## src/rtl/fp_add_pkg.sv

```systemverilog
// Shared definitions for the floating-point add/multiply datapath.
package fp_add_pkg;

    // Default field widths give binary16.
    localparam int unsigned EXP_W_DEF = 5;
    localparam int unsigned MAN_W_DEF = 10;

    typedef enum logic [2:0] {
        ClsZero,
        ClsSubn,
        ClsNorm,
        ClsInf,
        ClsNan
    } op_class_e;

    // Operand class from the pre-reduced exponent/fraction field tests.
    function automatic op_class_e classify(input logic exp_zero, input logic exp_ones,
                                           input logic frac_zero);
        if (exp_ones) begin
            return frac_zero ? ClsInf : ClsNan;
        end else if (exp_zero) begin
            return frac_zero ? ClsZero : ClsSubn;
        end
        return ClsNorm;
    endfunction

endpackage

```

## src/rtl/fp_shift_sticky.sv

```systemverilog
// Combinational logical right shift that folds every shifted-out bit into bit 0.
module fp_shift_sticky #(
    parameter int unsigned WIDTH = 14,
    parameter int unsigned SH_W  = 6
) (
    input  logic [WIDTH-1:0] din,
    input  logic [SH_W-1:0]  sh,
    output logic [WIDTH-1:0] dout
);

    logic [WIDTH-1:0] shifted;
    logic [WIDTH-1:0] mask;
    logic             lost;

    // Shift and OR the discarded bits into the sticky position.
    always_comb begin
        shifted = '0;
        mask    = '0;
        lost    = 1'b0;
        dout    = '0;
        if (32'(sh) >= WIDTH) begin
            // Everything falls off: only the sticky survives.
            dout = {{(WIDTH-1){1'b0}}, |din};
        end else begin
            shifted = din >> sh;
            mask    = ~({WIDTH{1'b1}} << sh);
            lost    = |(din & mask);
            dout    = shifted | {{(WIDTH-1){1'b0}}, lost};
        end
    end

endmodule

```

## src/rtl/fp_add_align_pipe.sv

```systemverilog
// Two-stage operand alignment front end for the FP adder.
// Stage 1: unpack, classify, order by magnitude, exponent difference.
// Stage 2: sticky right shift of the smaller mantissa; drives the outputs.
module fp_add_align_pipe
    import fp_add_pkg::*;
#(
    parameter int unsigned EXP_W = EXP_W_DEF,
    parameter int unsigned MAN_W = MAN_W_DEF
) (
    input  logic                   clk,
    input  logic                   rst,
    input  logic                   in_valid,
    output logic                   in_ready,
    input  logic [EXP_W+MAN_W:0]   num_a,
    input  logic [EXP_W+MAN_W:0]   num_b,
    output logic                   out_valid,
    input  logic                   out_ready,
    output logic                   sign_big,
    output logic                   sign_small,
    output logic                   swapped,
    output logic                   eff_sub,
    output logic [EXP_W-1:0]       exp_res,
    output logic [MAN_W+3:0]       man_big,
    output logic [MAN_W+3:0]       man_small,
    output logic                   is_nan,
    output logic                   is_inf,
    output logic                   inf_sign
);

    localparam int unsigned W  = 1 + EXP_W + MAN_W;
    localparam int unsigned MW = MAN_W + 4;

    // Unpack both operands.
    logic             sign_a, sign_b, hid_a, hid_b;
    logic [EXP_W-1:0] exp_a, exp_b, eff_a, eff_b;
    logic [MAN_W-1:0] frac_a, frac_b;
    op_class_e        cls_a, cls_b;

    assign sign_a = num_a[W-1];
    assign sign_b = num_b[W-1];
    assign exp_a  = num_a[MAN_W +: EXP_W];
    assign exp_b  = num_b[MAN_W +: EXP_W];
    assign frac_a = num_a[MAN_W-1:0];
    assign frac_b = num_b[MAN_W-1:0];
    assign hid_a  = |exp_a;
    assign hid_b  = |exp_b;
    assign eff_a  = hid_a ? exp_a : EXP_W'(1);
    assign eff_b  = hid_b ? exp_b : EXP_W'(1);
    assign cls_a  = classify(exp_a == '0, &exp_a, frac_a == '0);
    assign cls_b  = classify(exp_b == '0, &exp_b, frac_b == '0);

    // Stage-1 combinational: ordering, difference and special flags.
    logic             a_big, nan_c, inf_c, inf_sign_c;
    logic             sb_c, ss_c;
    logic [EXP_W-1:0] eb_c, es_c;
    logic [MAN_W:0]   mb_c, ms_c;
    logic [EXP_W:0]   d_c;

    // Pick big/small operand (ties keep A as big) and compute special flags.
    always_comb begin
        a_big      = {eff_a, hid_a, frac_a} >= {eff_b, hid_b, frac_b};
        sb_c       = a_big ? sign_a : sign_b;
        ss_c       = a_big ? sign_b : sign_a;
        eb_c       = a_big ? eff_a : eff_b;
        es_c       = a_big ? eff_b : eff_a;
        mb_c       = a_big ? {hid_a, frac_a} : {hid_b, frac_b};
        ms_c       = a_big ? {hid_b, frac_b} : {hid_a, frac_a};
        d_c        = {1'b0, eb_c} - {1'b0, es_c};
        nan_c      = (cls_a == ClsNan) || (cls_b == ClsNan) ||
                     ((cls_a == ClsInf) && (cls_b == ClsInf) && (sign_a != sign_b));
        inf_c      = ((cls_a == ClsInf) || (cls_b == ClsInf)) && !nan_c;
        inf_sign_c = inf_c && ((cls_a == ClsInf) ? sign_a : sign_b);
    end

    // Pipeline control.
    logic v1_q, v2_q, en1, en2;

    assign en2       = !v2_q || out_ready;
    assign en1       = !v1_q || en2;
    assign in_ready  = en1 && !rst;
    assign out_valid = v2_q;

    logic             s1_sb_q, s1_ss_q, s1_swapped_q, s1_nan_q, s1_inf_q, s1_inf_sign_q;
    logic [EXP_W-1:0] s1_exp_q;
    logic [MAN_W:0]   s1_mb_q, s1_ms_q;
    logic [EXP_W:0]   s1_d_q;

    // Stage 1 register: capture a pair whenever the stage can advance.
    always_ff @(posedge clk) begin
        if (rst) begin
            v1_q          <= 1'b0;
            s1_sb_q       <= 1'b0;
            s1_ss_q       <= 1'b0;
            s1_swapped_q  <= 1'b0;
            s1_nan_q      <= 1'b0;
            s1_inf_q      <= 1'b0;
            s1_inf_sign_q <= 1'b0;
            s1_exp_q      <= '0;
            s1_mb_q       <= '0;
            s1_ms_q       <= '0;
            s1_d_q        <= '0;
        end else if (en1) begin
            v1_q <= in_valid;
            if (in_valid) begin
                s1_sb_q       <= sb_c;
                s1_ss_q       <= ss_c;
                s1_swapped_q  <= !a_big;
                s1_nan_q      <= nan_c;
                s1_inf_q      <= inf_c;
                s1_inf_sign_q <= inf_sign_c;
                s1_exp_q      <= eb_c;
                s1_mb_q       <= mb_c;
                s1_ms_q       <= ms_c;
                s1_d_q        <= d_c;
            end
        end
    end

    logic [MW-1:0] small_aligned;

    fp_shift_sticky #(
        .WIDTH (MW),
        .SH_W  (EXP_W + 1)
    ) u_shift (
        .din  ({s1_ms_q, 3'b000}),
        .sh   (s1_d_q),
        .dout (small_aligned)
    );

    // Stage 2 register: holds the result stable while downstream stalls.
    always_ff @(posedge clk) begin
        if (rst) begin
            v2_q       <= 1'b0;
            sign_big   <= 1'b0;
            sign_small <= 1'b0;
            swapped    <= 1'b0;
            eff_sub    <= 1'b0;
            exp_res    <= '0;
            man_big    <= '0;
            man_small  <= '0;
            is_nan     <= 1'b0;
            is_inf     <= 1'b0;
            inf_sign   <= 1'b0;
        end else if (en2) begin
            v2_q <= v1_q;
            if (v1_q) begin
                sign_big   <= s1_sb_q;
                sign_small <= s1_ss_q;
                swapped    <= s1_swapped_q;
                eff_sub    <= s1_sb_q ^ s1_ss_q;
                exp_res    <= s1_exp_q;
                man_big    <= {s1_mb_q, 3'b000};
                man_small  <= small_aligned;
                is_nan     <= s1_nan_q;
                is_inf     <= s1_inf_q;
                inf_sign   <= s1_inf_sign_q;
            end
        end
    end

endmodule

```

## config.mk

```make
export PLATFORM = sky130hd
export DESIGN_NAME = fp_add_align_pipe
export DESIGN_NICKNAME = d
export VERILOG_FILES = /design/src/rtl/fp_add_pkg.sv /design/src/rtl/fp_shift_sticky.sv /design/src/rtl/fp_add_align_pipe.sv
export SDC_FILE = /design/constraint.sdc
export NUM_CORES = 1
export LEC_CHECK = 0
export BUFFER_PORTS_ARGS = -buffer_cell sky130_fd_sc_hd__buf_4
export CAP_MARGIN = 20
export CORE_UTILIZATION = 50
export DETAILED_ROUTE_END_ITERATION = 12
export HOLD_SLACK_MARGIN = 0.12
export PLACE_DENSITY = 0.75
export RECOVER_POWER = 100
export SETUP_SLACK_MARGIN = 0.05
export SYNTH_ARGS = -nofsm -noshare
export SYNTH_HDL_FRONTEND = slang
export SYNTH_SLANG_ARGS = --single-unit
```

## constraint.sdc

```tcl
create_clock -name clk -period 4 [get_ports clk]
set_input_delay 0.8 -clock clk [delete_from_list [all_inputs] [get_ports clk]]
set_output_delay 0.8 -clock clk [all_outputs]
set_load 0.03 [all_outputs]
```

# Word-level counts from Yosys, hierarchy flattened
# Index checks and enable logic that the tools add are counted.
[totals]
ram_bits = 0
inputBits = 36
romBits = 0
output_inout_bits = 42
latchBits = 0
reg_bits = 78
mem_count = 0
[op_classes]
n_bitwise = 4
n_mul = 0
n_addsub = 1
n_mux = 24
div_mod_pow = 0
magnitude_cmp = 2
shifts = 2
eq_ne = 5
n_reduce_logical = 27
[ops]
columns = ["operator", "count"]
rows = [
  ["$mux 3", 8],
  ["$mux 11", 2],
  ["$logic_not 10->1", 2],
  ["$mux 5", 4],
  ["$ge 16x16->1", 1],
  ["$and 14x14->14", 1],
  ["$mux 14", 1],
  ["$not 14->14", 1],
  ["$or 14x1->14", 1],
  ["$reduce_or 14->1", 1],
  ["$shl 14x6->14 const A", 1],
  ["$shr 14x6->14", 1],
  ["$reduce_or 11->1", 1],
  ["$logic_not 5->1", 2],
  ["$reduce_and 5->1", 2],
  ["$reduce_or 5->1", 2],
  ["$mux 1", 9],
  ["$eq 3x2->1 const B", 2],
  ["$eq 3x3->1 const B", 2],
  ["$ge 6x4->1 const B", 1],
  ["$sub 5x5->6", 1],
  ["$logic_and 1x1->1", 5],
  ["$logic_not 1->1", 5],
  ["$logic_or 1x1->1", 5],
  ["3 further kinds", 4],
]

# Depth between registers and ports, before layout
[logic_depth]
depth_word = 12
ltp_mapped = 15
mapped_depth_nobuf = 15

# Modules after synthesis
# A second synthesis with hierarchy kept.
[unflattened]
hier_cells = 631
area_unflattened_um2 = 4805.9
[modules_own_cells]
columns = ["module", "cells_each", "n_inst", "area_each_um2", "seq_area_each_um2"]
rows = [
  ["fp_add_align_pipe", 503, 1, 3935.0, 1561.5],
  ["fp_shift_sticky", 128, 1, 870.8, 0.0],
]

# Worst setup path after synthesis
# OpenSTA, ideal clock, no wires.
[synth_timing]
path_type = "input to register"
from = "input num_b[12]"
to = "register s1_d_q[4]"
path_stages = 14
setup_time_ps = 120
arrival_time_ps = 4083
slack_ps = -203
path_buffers = 0
cell_sequence = "or4_1 nor2_1 nor2_1 ha_1 nand2_1 or3_4 a311o_2 nand3_2 mux2_2 ha_1 inv_1 o221ai_2 a211o_1 a211o_1"
[synth_between]
elab_chain_len = 5
word_cells_on_any_way = 6
[synth_lines]
columns = ["element", "line_no", "source"]
rows = [
  ["start: declaration", "fp_add_align_pipe.sv:15", "input logic [EXP_W+MAN_W:0] num_b,"],
  ["$reduce_or 5->1", "fp_add_align_pipe.sv:46", "assign hid_b = |exp_b;"],
  ["$mux 5", "fp_add_align_pipe.sv:48", "assign eff_b = hid_b ? exp_b : EXP_W'(1);"],
  ["$ge 16x16->1", "fp_add_align_pipe.sv:61", "a_big = {eff_a, hid_a, frac_a} >= {eff_b, hid_b, frac_b};"],
  ["$mux 5, on equally long branches", "fp_add_align_pipe.sv:64, fp_add_align_pipe.sv:65", ""],
  ["$sub 5x5->6 (*)", "fp_add_align_pipe.sv:68", "d_c = {1'b0, eb_c} - {1'b0, es_c};"],
  ["end signal: assignment", "fp_add_align_pipe.sv:101", "s1_d_q <= '0;"],
  ["end signal: assignment", "fp_add_align_pipe.sv:114", "s1_d_q <= d_c;"],
  ["end: declaration", "fp_add_align_pipe.sv:86", "logic [EXP_W:0] s1_d_q;"],
]
# Mark *: on every way between the ends. The rest lies on a longest branch, timed or not.
# A chain may end at the register's enable or synchronous reset.

# Final worst setup path
[layout_timing]
from = "input num_a[11]"
to = "register s1_d_q[4]"
[layout_between]
elab_chain_len = 5
word_cells_on_any_way = 6
[layout_lines]
columns = ["element", "line_no", "source"]
rows = [
  ["start: declaration", "fp_add_align_pipe.sv:14", "input logic [EXP_W+MAN_W:0] num_a,"],
  ["$reduce_or 5->1", "fp_add_align_pipe.sv:45", "assign hid_a = |exp_a;"],
  ["$mux 5", "fp_add_align_pipe.sv:47", "assign eff_a = hid_a ? exp_a : EXP_W'(1);"],
  ["$ge 16x16->1", "fp_add_align_pipe.sv:61", ""],
  ["$mux 5, on equally long branches", "fp_add_align_pipe.sv:64, fp_add_align_pipe.sv:65", ""],
  ["$sub 5x5->6 (*)", "fp_add_align_pipe.sv:68", ""],
]
# Marked as above.

==> impl_results.rst <==
.. list-table::
   :header-rows: 1

   * - Metric
     - Value
   * - Worst Hold Depth
     - 2
   * - Initial standard-cell utilization of the core
     - 0.5141
   * - Clock root cell
     - sky130_fd_sc_hd__clkbuf_8
   * - Global route overflow
     - 0
   * - Vias per cell
     - 5.791
   * - CP endpoint
     - s1_d_q[4]
   * - Main synth FF type
     - sky130_fd_sc_hd__dfxtp_1
   * - TritonCTS sink count
     - 78
   * - Final setup TNS
     - 0 ps
   * - Seq. cell area
     - 0.001562 mm2
   * - Cell-internal power
     - between 1 and 1.5 mW
   * - Clock insertion delay at the later pin of the skew report
     - 360 ps
   * - Gr usage total
     - 0.2583
   * - Final critical-path share of the clock period
     - 0.9435
   * - Setup Fix Bufs, Post-CTS
     - 0
   * - Worst hold slack
     - 452.3 ps
   * - Async set or reset register ratio after synthesis
     - 0
   * - Post-layout min period
     - 3774 ps
   * - I/O pin count
     - 78
   * - Number of vias in the routed layout
     - 4303
   * - Slew at the pin closest to its max-slew limit
     - 1669 ps
   * - Combinational family with the most area after synthesis
     - compound AO/OA/AOI/OAI gates
   * - Setup repair after global routing missed its margin
     - false
   * - RR Endpoint
     - man_small[2]
   * - CP cell instances
     - clkbuf_4 > or4_1 > nor2_1 > inv_1 > ha_1 > nand2_1 > or3_1 > a311o_2 > nand3_2 > mux2_4 > ha_4 > inv_2 > o221ai_2 > a211o_1 > a211o_1
   * - Synth warnings
     - 0
   * - CP Max Fanout
     - 4
   * - Vias in the first global route
     - 3799
   * - Synthesized cell area
     - roughly 0.0045 mm2
   * - Routed wire length per instance
     - 15.51 um
   * - Mux cell area share after synthesis
     - 0.07459
   * - Commonest cells post-synth
     - sky130_fd_sc_hd__dfxtp_1 (78), sky130_fd_sc_hd__nand2_1 (74), sky130_fd_sc_hd__nor2_1 (73)
   * - CP dominant cell by count
     - sky130_fd_sc_hd__a211o_1
   * - Maximum cell stage delay along the critical path
     - 520 ps
   * - Finished Layout Cells
     - 743
   * - Critical path buffers and inverters
     - 3
   * - Worst reg2reg path depth
     - 7
   * - Synthesis-to-layout area growth
     - 15.62%
   * - Combinational fraction of design power
     - 0.240
   * - Basic-gate share of the synthesized area counting and, or, nand and nor cells
     - 0.2199
   * - Antenna violations before repair
     - 0
   * - Area of the die
     - 0.009306 mm2
   * - RR Startpoint
     - out_valid
   * - FP Rows
     - 34
   * - Failing checks
     - max-capacitance violations, max-slew violations
   * - Share of the synthesized area in the top cell type
     - 0.3500
   * - Antenna Diode Count
     - 0
   * - Die extent in y
     - roughly 96 um
   * - Sort of element at the start of the critical path
     - input port
   * - Launching instance or port of the critical path
     - num_a[11]
   * - Detailed Route WL
     - 11530 um
   * - CP required
     - about 4200 ps
   * - Number of buffers on the longest clock path
     - 2
   * - Worst Hold Class
     - reg -> reg
   * - Kind of end point of the critical path
     - flip-flop
   * - Result of the run
     - complete, but fails checks
   * - Area fraction in compound gates after synthesis
     - 0.2336
   * - Hold Vio Cnt, Final
     - 0
   * - Fraction of power spent switching nets
     - 0.3354
   * - Largest net degree at the start of global routing
     - 87
   * - Worst EP arrival
     - 4020 ps
   * - Width of the chip
     - between 90 and 100 um
   * - Share of post-route cells with drive strength above 1
     - 0.1386
   * - Footprint of the multi-input gates
     - 0.002650 mm2
   * - Register share of total power
     - 0.479
   * - Library cell occupying the most area in the post-synthesis netlist
     - sky130_fd_sc_hd__dfxtp_1
   * - Distinct cell type count after synthesis
     - 60
   * - Pwr dens
     - 358.2 mW/mm2
   * - Fillers
     - 858
   * - DRC violation count after routing
     - 0
   * - Per-instance average area after synthesis
     - 7.883 um2
   * - Worst-case clock skew
     - 8.760 ps
   * - Number of failing setup endpoints in the final timing report
     - 0
   * - Cells after DPL
     - approximately 730
   * - Synthesized netlist cell count
     - about 570
   * - CTS tree
     - yes
   * - Number of enable flip-flop cells after synthesis
     - 0
   * - Total Nets Final
     - roughly 700
   * - Finished Core Util
     - 0.5944
   * - Final HPWL from detailed placement
     - 8351 um
   * - Number of stages on the worst setup path
     - 15
   * - CTS H-Tree Depth
     - 3
   * - Clock-pin slew reported for the worst setup and hold paths after clock tree synthesis
     - 80 ps
   * - Most numerous cell in the Yosys netlist
     - sky130_fd_sc_hd__dfxtp_1
   * - First-pass GRT wire length
     - ~19000 um
   * - Post-route ant nets
     - 0
   * - Max-cap violations
     - 2
   * - Worst path top cell family by delay
     - simple AND/OR/NAND/NOR gates
   * - Placeable core region
     - 0.008678 mm2
   * - Number of detailed-routing iterations run before antenna repair
     - 5
   * - Net switching power of the design
     - 0.6197 mW
   * - Final Max Slew Viols
     - 126
   * - Achievable Freq
     - around 260 MHz
   * - Synth Area in XOR/XNOR
     - 0.003926
   * - Sequential share of the synthesized area
     - 0.3500
   * - Fraction of power consumed by the clock network
     - 0.281
   * - Worst reg-to-reg setup slack
     - about 1000 ps
   * - VDD IR max
     - 0.0001863 V
   * - CP Class
     - in -> reg
   * - Cell type of the slowest stage on the worst timing path
     - sky130_fd_sc_hd__or4_1
   * - Top post-synthesis cells by area
     - sky130_fd_sc_hd__dfxtp_1 (35%), sky130_fd_sc_hd__a21oi_1 (6.4%), sky130_fd_sc_hd__nand2_1 (6.2%)
   * - Synthesized-area fraction occupied by adder cells
     - 0.05328
   * - Tightest slew margin relative to the limit
     - -0.1124
   * - Count of port buffers added during placement
     - 74
   * - Drt initial violations
     - roughly 270
   * - Total clock buffers created by CTS
     - 9
   * - Routability Congestion
     - 0.9273
   * - Leakage power total
     - about 2 nW
   * - Register bit total from synthesis
     - 78
## worst min path at each step
stage,from,endpoint,slack (ps)
after global routing,man_big[7],man_big[7],470
after global placement,s1_inf_sign_q,s1_inf_sign_q,440
after detailed placement,s1_exp_q[2],exp_res[2],450
after CTS,s1_exp_q[4],exp_res[4],450
after floorplan,s1_exp_q[0],exp_res[0],430
final,s1_exp_q[2],exp_res[2],450
## worst min-delay path, cell delays in order (launching register included)
cell and delay (ps):
sky130_fd_sc_hd__dfxtp_1 310, sky130_fd_sc_hd__nand2_1 50, sky130_fd_sc_hd__a21oi_1 50
## cells by family (layout without fill, tap and decap cells)
family,Yosys count,after routing
adders and majority gates,19,19
buffers and inverters,67,134
other,1,3
and+or+nand+nor,214,214
xor gates and xnor gates,2,2
muxes,29,29
AOI/OAI and AO/OA,156,156
DFF,78,78
## registers in the layout, summed over array words and instances (netlist names), 5 cells and up
register and count:
exp_res 5, s1_d_q 6, s1_ms_q 11, man_small 14
s1_mb_q 11, man_big 11, s1_exp_q 5
## cell usage in the layout (no fill, tap or decap), drive strengths merged, types with 5 or more instances in the layout
master	netlist	routed
o211ai	7	7
a22oi	13	13
nand2	74	74
mux2i	22	22
nand4	8	8
o21ai	13	13
and3	5	5
a311oi	5	5
nand2b	5	5
nor3	7	7
nor2	73	73
nor4	8	8
dfxtp	78	78
ha	19	19
a21oi	57	57
inv	21	22
buf	14	48
nand3	9	9
nor2b	6	6
clkbuf	32	59
a211oi	30	30
## per-stage QoR
stage / cell area, um2 / total power [mW] / setup WS, ps
CTS: 5314 / 1.863 / 207.0
global route: 5159 / 1.950 / 78.47
floorplan: 4499 / 1.207 / -9.349
detailed placement: 5150 / 1.353 / -154.1
global placement: 5150 / 1.343 / -61.11
finish: 5159 / 1.848 / 226.2
## power groups by stage
stage / Sequential, mW / Clock, mW / Combinational (mW)
2_1_floorplan: 0.894 / 0 / 0.314
4_1_cts: 0.884 / 0.526 / 0.452
5_1_grt: 0.895 / 0.567 / 0.488
3_5_place_dp: 0.903 / 0 / 0.450
6_report: 0.886 / 0.519 / 0.443
3_3_place_gp: 0.900 / 0 / 0.443
## metal layers
layer  part of all wire  track usage  vias to the layer above
met5                  0            0                        -
met3              0.065      0.05086                       20
met2               0.44       0.3950                      140
li1                   -            -                     2168
met1               0.48       0.3592                     1975
met4              0.019      0.09436                        0
## layout make-up
cell class	count	area share
clock buffers	10	0.02474
well taps	108	0.02619
repair buffers	97	0.1104
flip-flops and latches	78	0.3027
clock inverters	6	0.007034
multi-input cells	423	0.5137
inverters	21	0.01528
## what timing repair did
item,CTS,global route
hold buffers,0,0
endpoints found under the setup margin,0,1
gates resized for setup,0,1
Power figures use the tool's default switching activity.
